File: src/rtl/multiplier_step_counter.sv
// Iteration sequencer for the shift-add multiplier: one do_step per radix-2^R step,
// with step index, last-step flag, stall hold, abort and a single-cycle done pulse.
module multiplier_step_counter #(
   parameter int N = 8,
   parameter int R = 1,
   localparam int S = (N + R - 1) / R,
   localparam int C = (S > 1) ? $clog2(S) : 1,
   localparam int L = $clog2(N + 1)
) (
   input  logic         clock,
   input  logic         reset,
   input  logic         start,
   input  logic [L-1:0] length,
   input  logic         stall,
   input  logic         abort,
   output logic         ready,
   output logic         busy,
   output logic         do_step,
   output logic [C-1:0] step_index,
   output logic         last_step,
   output logic         done
);

   localparam logic [1:0] IDLE = 2'd0;
   localparam logic [1:0] RUN  = 2'd1;
   localparam logic [1:0] DONE = 2'd2;

   logic [1:0]   state;
   logic [C-1:0] remaining;
   logic [L:0]   len_clamped;
   logic [L:0]   steps;

   // One extra bit keeps the round-up addition from overflowing for any length.
   always_comb begin
      len_clamped = {1'b0, length};
      if (length > L'(N)) begin
         len_clamped = (L + 1)'(N);
      end
      steps = (len_clamped + (L + 1)'(R - 1)) / (L + 1)'(R);
   end

   always_ff @(posedge clock) begin
      if (reset) begin
         state      <= IDLE;
         remaining  <= '0;
         step_index <= '0;
      end else begin
         case (state)
            IDLE: begin
               if (start && !abort) begin
                  if (steps == '0) begin
                     state <= DONE;
                  end else begin
                     state      <= RUN;
                     remaining  <= C'(steps - (L + 1)'(1));
                     step_index <= '0;
                  end
               end
            end
            RUN: begin
               if (abort) begin
                  state      <= IDLE;
                  remaining  <= '0;
                  step_index <= '0;
               end else if (!stall) begin
                  if (remaining == '0) begin
                     state <= DONE;
                  end else begin
                     remaining  <= remaining - C'(1);
                     step_index <= step_index + C'(1);
                  end
               end
            end
            DONE: begin
               state      <= IDLE;
               remaining  <= '0;
               step_index <= '0;
            end
            default: begin
               state      <= IDLE;
               remaining  <= '0;
               step_index <= '0;
            end
         endcase
      end
   end

   assign ready     = (state == IDLE);
   assign busy      = (state == RUN);
   assign do_step   = busy && !stall;
   assign last_step = busy && (remaining == '0);
   assign done      = (state == DONE);

endmodule
File: config.mk
export PLATFORM = sky130hd
export DESIGN_NAME = multiplier_step_counter
export DESIGN_NICKNAME = d
export VERILOG_FILES = /design/src/rtl/multiplier_step_counter.sv
export SDC_FILE = /design/constraint.sdc
export NUM_CORES = 1
export LEC_CHECK = 0
export ABC_CLOCK_PERIOD_IN_PS = 3400
export BUFFER_PORTS_ARGS = -buffer_cell sky130_fd_sc_hd__buf_4
export CORE_AREA = 2 2 39 41
export CTS_CLUSTER_SIZE = 14
export DETAILED_ROUTE_END_ITERATION = 8
export DIE_AREA = 0 0 41 43
export GPL_TIMING_DRIVEN = 0
export HOLD_SLACK_MARGIN = 0.03
export MAX_ROUTING_LAYER = met4
export PLACE_DENSITY = 0.61
export SYNTH_ARGS = -nofsm -noshare
export SYNTH_HDL_FRONTEND = slang
export SYNTH_SLANG_ARGS = --single-unit
File: constraint.sdc
create_clock -name clock -period 3.4 [get_ports clock]
set_input_delay 0.17 -clock clock [delete_from_list [all_inputs] [get_ports clock]]
set_output_delay 0.17 -clock clock [all_outputs]
set_load 0.02 [all_outputs]
==> flow_summary_export.csv, run 1 <==
group,metric,value,unit
timing,skew,0.436,ps
job,cap_violations,0,
pwr,leakagePower,0.286,nW
cells_and_area,syn2layout_area_growth,30.7,%
pwr,power_frac_seq,43.2,%
floorplanning,core-area,1380,µm²
timing,max_slew.worst_pin.slew,414,ps
timing,rsz0062_at_grt,"false",
placed_design,place_ws,1500,ps
cts,hold_buffers,0,
routing,top_layer_used,"met4",
setup_path,crit_family,"compound AO/OA/AOI/OAI gates",
cts,cts_tree,"built",
placed_design,post_dp_cell_area,671,µm²
synthesis,syn_inst,62,
pwr,combPwrFrac,25.5,%
floorplanning,pin_count,17,
timing,hold_violations,0,
min_path,min_path_type,"input pin to flop",
pwr,p_sw_share,28.7,%
cts,post-cts-setup-buffers,0,
setup_path,critPathMaxFanout,8,
routing,vias,507,
synthesis,mappedNetlistArea,531,µm²
placed_design,dp_hpwl,831,µm
synthesis,syn-num-nets,76,
cells_and_area,multiInputGateArea,344,µm²
cts,insertion_delay,250,ps
setup_path,crit_buf_inv,1,
routing,avgRoutedWirePerCell,10.9,µm
cts,clock-sinks,8,
routing,drc,0,
pwr,internal_power,168,µW
pwr,power_density,339,nW/µm²
floorplanning,fp.dieArea,1760,µm²
cells_and_area,num-nets-final,97,
timing,setup_viol,0,
cts,clk_pin_slew,50,ps
timing,drv_slew,0,
routing,drt_iter0_drc,4,
timing,slew_headroom,72.3,%
grt,grt_pass1_vias,442,
routing,routed_via_density,5.23,
synthesis,syn_area_per_cell,8.56,µm²
cts,cts_buffer_depth,2,
cts,cts-root-buf,"clkbuf_4",
timing,fmax,527,MHz
synthesis,yosys_warnings,0,
routing,wl,1060,µm
pwr,power_switching,67.5,µW
cells_and_area,fin_util,50.1,%
setup_path,critPathSlowestCell,"or4b_1",
floorplanning,start_util,38.3,%
grt,grt_usage,16.1,%
cells_and_area,n_antenna_cell,0,
pwr,finalPower,235,µW
setup_path,critPathKind,"flop to flop",
floorplanning,die_w,41,µm
routing,drtAntennaViolNets,0,
setup_path,critPathRequiredTime,3590,ps
placed_design,gp_congestion,0.702,
placed_design,port_buffers,16,
timing,finalCritPeriodShare,55.9,%
cells_and_area,fillers,141,
routing,first_pass_iters,2,
setup_path,cp.arrival,2090,ps
setup_path,crit_path_cell_trace,"inv_1 > ha_1 > ha_1 > o21bai_1 > a2bb2oi_2 > or4b_1 > a21oi_1",
pwr,p_clk_share,31.3,%
setup_path,cp-end-kind,"flop",
grt,grt_start_max_net_pins,11,
grt,antenna_found_initial,0,
synthesis,ys_seq_area_share,30.2,%
grt,grt_overflow,0,
synthesis,ys_types,25,
cells_and_area,drive_above_1_share,24.7,%
cts,htreeDepth,1,
floorplanning,die_h,43,µm
cts,cts_resized,0,
setup_path,cp_common_cell,"ha_1",
routing,dr_wl_met2,517,µm
grt,grt_pass1_wl,1820,µm
timing,timing.final.ws_setup,1500,ps
timing,finalSetupTns,0,ps
cells_and_area,fin_area,693,µm²
cts,numCtsBuffers,3,
setup_path,slowest_delay,510,ps
pwr,vdd_drop_max,0.000192,V
outcome,status,"complete, no violations",
floorplanning,num_rows,14,
setup_path,cp-start-kind,"flop",
routing,route.met3.wl,67,µm
synthesis,synth-seq-cells,8,
routing,wl_met1,458,µm
timing,min_period,1900,ps
cells_and_area,regArea,160,µm²
[final cells by class]
cell class,instances,share of cell area [%]
Buffer,2,1.08
Clock buffer,3,3.25
Inverter,5,2.71
Multi-Input combinational cell,47,49.6
Sequential cell,8,23.1
Tap cell,16,2.89
Timing Repair Buffer,16,17.3
[registers in the layout (all words and copies together), names as in the netlist]
signal and cells:
state 2, remaining 3, step_index 3
[logic make-up after synthesis]
kind of cell	share of synthesized area, %
fa+ha+maj	11.8
flops	30.2
simple gates	27.1
xor+xnor	3.30
buf+inv	4.95
compound gates	22.6
[synthesized netlist by cell type]
library cell / instances / area share [%]
and2_1: 1 / 1.2
nor3_1: 1 / 0.94
nor2_1: 6 / 4.2
a21oi_1: 3 / 2.8
o21ai_0: 2 / 1.9
or4b_1: 1 / 1.9
o21bai_1: 1 / 1.4
clkbuf_1: 2 / 1.4
a2bb2oi_2: 1 / 2.8
xnor2_1: 1 / 1.7
nand2b_1: 5 / 5.9
xor2_1: 1 / 1.7
o21a_1: 1 / 1.4
a2111oi_0: 4 / 6.6
nor2b_1: 1 / 1.2
or3b_1: 1 / 1.7
dfxtp_1: 8 / 30
nor3b_1: 1 / 1.4
inv_1: 5 / 3.5
a211oi_1: 4 / 5.7
or3_1: 1 / 1.2
nand3b_1: 4 / 5.7
nand2_1: 1 / 0.71
ha_1: 5 / 12
or2_1: 1 / 1.2
[power groups by stage]
| stage | combinational [mW] | sequential [mW] | clock [mW] |
|---|---|---|---|
| 2_1_floorplan | 0.0378 | 0.104 | 0 |
| 3_3_place_gp | 0.0611 | 0.104 | 0 |
| 3_5_place_dp | 0.0606 | 0.104 | 0 |
| 4_1_cts | 0.0608 | 0.102 | 0.0803 |
| 5_1_grt | 0.0682 | 0.102 | 0.0843 |
| 6_report | 0.0599 | 0.102 | 0.0736 |
[metal layers]
layer  GRT usage, %  up-vias
met5              -        -
met1           18.2      224
li1               -      267
met4           6.00        0
met3           9.42        5
met2           22.8       11
[path summary, 6_finish.rpt]
path	from	end	slack [ps]	depth (start not counted)
max	remaining[0]$_SDFFE_PP0P_	step_index[1]$_SDFFE_PP0P_	1500	7
min	reset	step_index[1]$_SDFFE_PP0P_	130	2
max reg2reg	remaining[0]$_SDFFE_PP0P_	step_index[1]$_SDFFE_PP0P_	1500	7
min reg2reg	remaining[1]$_SDFFE_PP0P_	remaining[1]$_SDFFE_PP0P_	480	2
[cell usage in the layout, fill, tap and decap left out]
| cell | n |
|---|---|
| a2111oi_0 | 4 |
| a211oi_1 | 4 |
| a21oi_1 | 3 |
| a2bb2oi_2 | 1 |
| and2_1 | 1 |
| buf_4 | 16 |
| clkbuf_1 | 2 |
| clkbuf_4 | 3 |
| dfxtp_1 | 8 |
| ha_1 | 5 |
| inv_1 | 5 |
| nand2_1 | 1 |
| nand2b_1 | 5 |
| nand3b_1 | 4 |
| nor2_1 | 6 |
| nor2b_1 | 1 |
| nor3_1 | 1 |
| nor3b_1 | 1 |
| o21a_1 | 1 |
| o21ai_0 | 2 |
| o21bai_1 | 1 |
| or2_1 | 1 |
| or3_1 | 1 |
| or3b_1 | 1 |
| or4b_1 | 1 |
| xnor2_1 | 1 |
| xor2_1 | 1 |
[metrics by stage]
stage                     cells  hold slack, ps
after floorplan              62             239
after global placement       94             396
after detailed placement     94             398
after CTS                    97             119
after global routing         97             119
final                        97             131
No activity file was read; power rests on OpenSTA's default activity.
==> inputs of run 2 (changes only) <==
- ABC_CLOCK_PERIOD_IN_PS: 3400 -> 2000
- clock period: 3.4 -> 2 ns (I/O delays scaled with it)
==> run 2 against run 1 <==
  * Global-route usage did not move
  * Critical path depth did not move
  * Sequential power rose by 70%
  * Count of clock-buffer cells in the layout did not move
  * Largest cell class unchanged
  * Highest routed layer unchanged
==> flow_summary_export.csv, run 2 (synthesized netlist as in run 1, its figures left out) <==
group,metric,value,unit
setup_path,cp-end-kind,"flop",
cts,clk_pin_slew,50,ps
floorplanning,core-area,1380,µm²
pwr,finalPower,402,µW
routing,avgRoutedWirePerCell,11.0,µm
cells_and_area,syn2layout_area_growth,31.4,%
cells_and_area,final_common_cell,"buf_4",
cells_and_area,drive_above_1_share,25.9,%
outcome,status,"complete, no violations",
setup_path,critPathRequiredTime,2190,ps
setup_path,cp-start-kind,"flop",
timing,skew,0.412,ps
floorplanning,pin_count,17,
routing,first_pass_iters,2,
pwr,power_density,577,nW/µm²
routing,drc,0,
routing,wl,1070,µm
routing,drt_iter0_drc,4,
grt,grt_start_max_net_pins,11,
timing,hold_violations,0,
grt,grt_pass1_wl,1820,µm
grt,antenna_found_initial,0,
cts,insertion_delay,250,ps
placed_design,post_dp_cell_area,671,µm²
floorplanning,start_util,38.3,%
cts,cts_buffer_depth,2,
cts,hold_buffers,0,
routing,drtAntennaViolNets,0,
timing,drv_slew,0,
grt,grt_overflow,0,
timing,rsz0062_at_grt,"false",
job,cap_violations,0,
timing,finalCritPeriodShare,92.2,%
cells_and_area,stdcell_count,97,
cts,htreeDepth,1,
timing,setup_viol,0,
cts,cts_tree,"built",
pwr,leakagePower,0.287,nW
cells_and_area,fillers,143,
pwr,vdd_drop_max,0.000327,V
timing,max_slew.worst_pin.slew,414,ps
cells_and_area,reg_top3,"remaining (3), step_index (3), state (2)",
cells_and_area,num-nets-final,97,
timing,fmax,542,MHz
grt,grt_pass1_vias,442,
cts,clock-sinks,8,
placed_design,placedCellCount,94,
cells_and_area,n_antenna_cell,0,
floorplanning,fp.dieArea,1760,µm²
min_path,min_path_type,"input pin to flop",
floorplanning,die_w,41,µm
timing,min_period,1840,ps
floorplanning,num_rows,14,
placed_design,dp_hpwl,831,µm
grt,grt_usage,16.1,%
timing,finalSetupTns,0,ps
routing,vias,501,
setup_path,critPathMaxFanout,8,
routing,routed_via_density,5.16,
floorplanning,die_h,43,µm
cts,numCtsBuffers,3,
setup_path,critPathKind,"flop to flop",
cells_and_area,fin_area,697,µm²
timing,slew_headroom,72.4,%
setup_path,cp.arrival,2030,ps
placed_design,port_buffers,16,
cells_and_area,final_cell_mix,"buf_4 (16), dfxtp_1 (8), nor2_1 (6)",
placed_design,gp_congestion,0.702,
cts,cts-root-buf,"clkbuf_4",
[run 2: cell count changes in the layout (fill, tap and decap cells not counted)]
cell	change
o21bai_1	-1
o21bai_2	+1
[run 2: critical path, cell delays in order, from the launching register on]
cell and delay, ps:
dfxtp_1 320, inv_1 50, ha_1 190, ha_1 230, o21bai_2 190, a2bb2oi_2 140
or4b_1 510, a21oi_1 140
[run 2: final cells by class]
class / instances / area, µm² / area share (%)
buffer: 2 / 7.51 / 1.08
tap: 16 / 20.0 / 2.87
clock buffer: 3 / 22.5 / 3.23
sequential: 8 / 160 / 23.0
timing repair buffer: 16 / 120 / 17.2
multi-input combinational: 47 / 348 / 49.9
inverter: 5 / 18.8 / 2.69
[run 2: worst paths after layout]
kind | start | endpoint | slack (ps) | cells after the start
max | remaining[0]$_SDFFE_PP0P_ | step_index[1]$_SDFFE_PP0P_ | 160 | 7
min | reset | step_index[1]$_SDFFE_PP0P_ | 60 | 2
max reg2reg | remaining[0]$_SDFFE_PP0P_ | step_index[1]$_SDFFE_PP0P_ | 160 | 7
min reg2reg | remaining[1]$_SDFFE_PP0P_ | remaining[1]$_SDFFE_PP0P_ | 480 | 2
[run 2: timing repair]
action,4_1_cts,5_1_grt
resized for setup,0,1
setup buffers,0,0
hold endpoints to repair,0,0
endpoints found under the setup margin,0,1
[run 2: routing by layer]
layer  vias up  routed length (µm)  GRT usage, %
met3         5                  73          9.42
met1       220                 448          18.2
li1        265                   -             -
met4         0                  18          6.00
met5         -                   0             -
met2        11                 529          22.8
[run 2: power by group]
group	internal (mW)	switching, mW
clock	0.0688	0.0566
combinational	0.0489	0.0549
sequential	0.168	0.00443
[run 2: through the flow]
stage	utilization, %	hold slack, ps	worst slack [ps]
finish	50.4	58.2	155
global route	50.4	49.0	35.9
CTS	50.1	48.9	83.9
detailed placement	48.5	328	98.3
global placement	48.5	326	94.5
floorplan	-	169	254
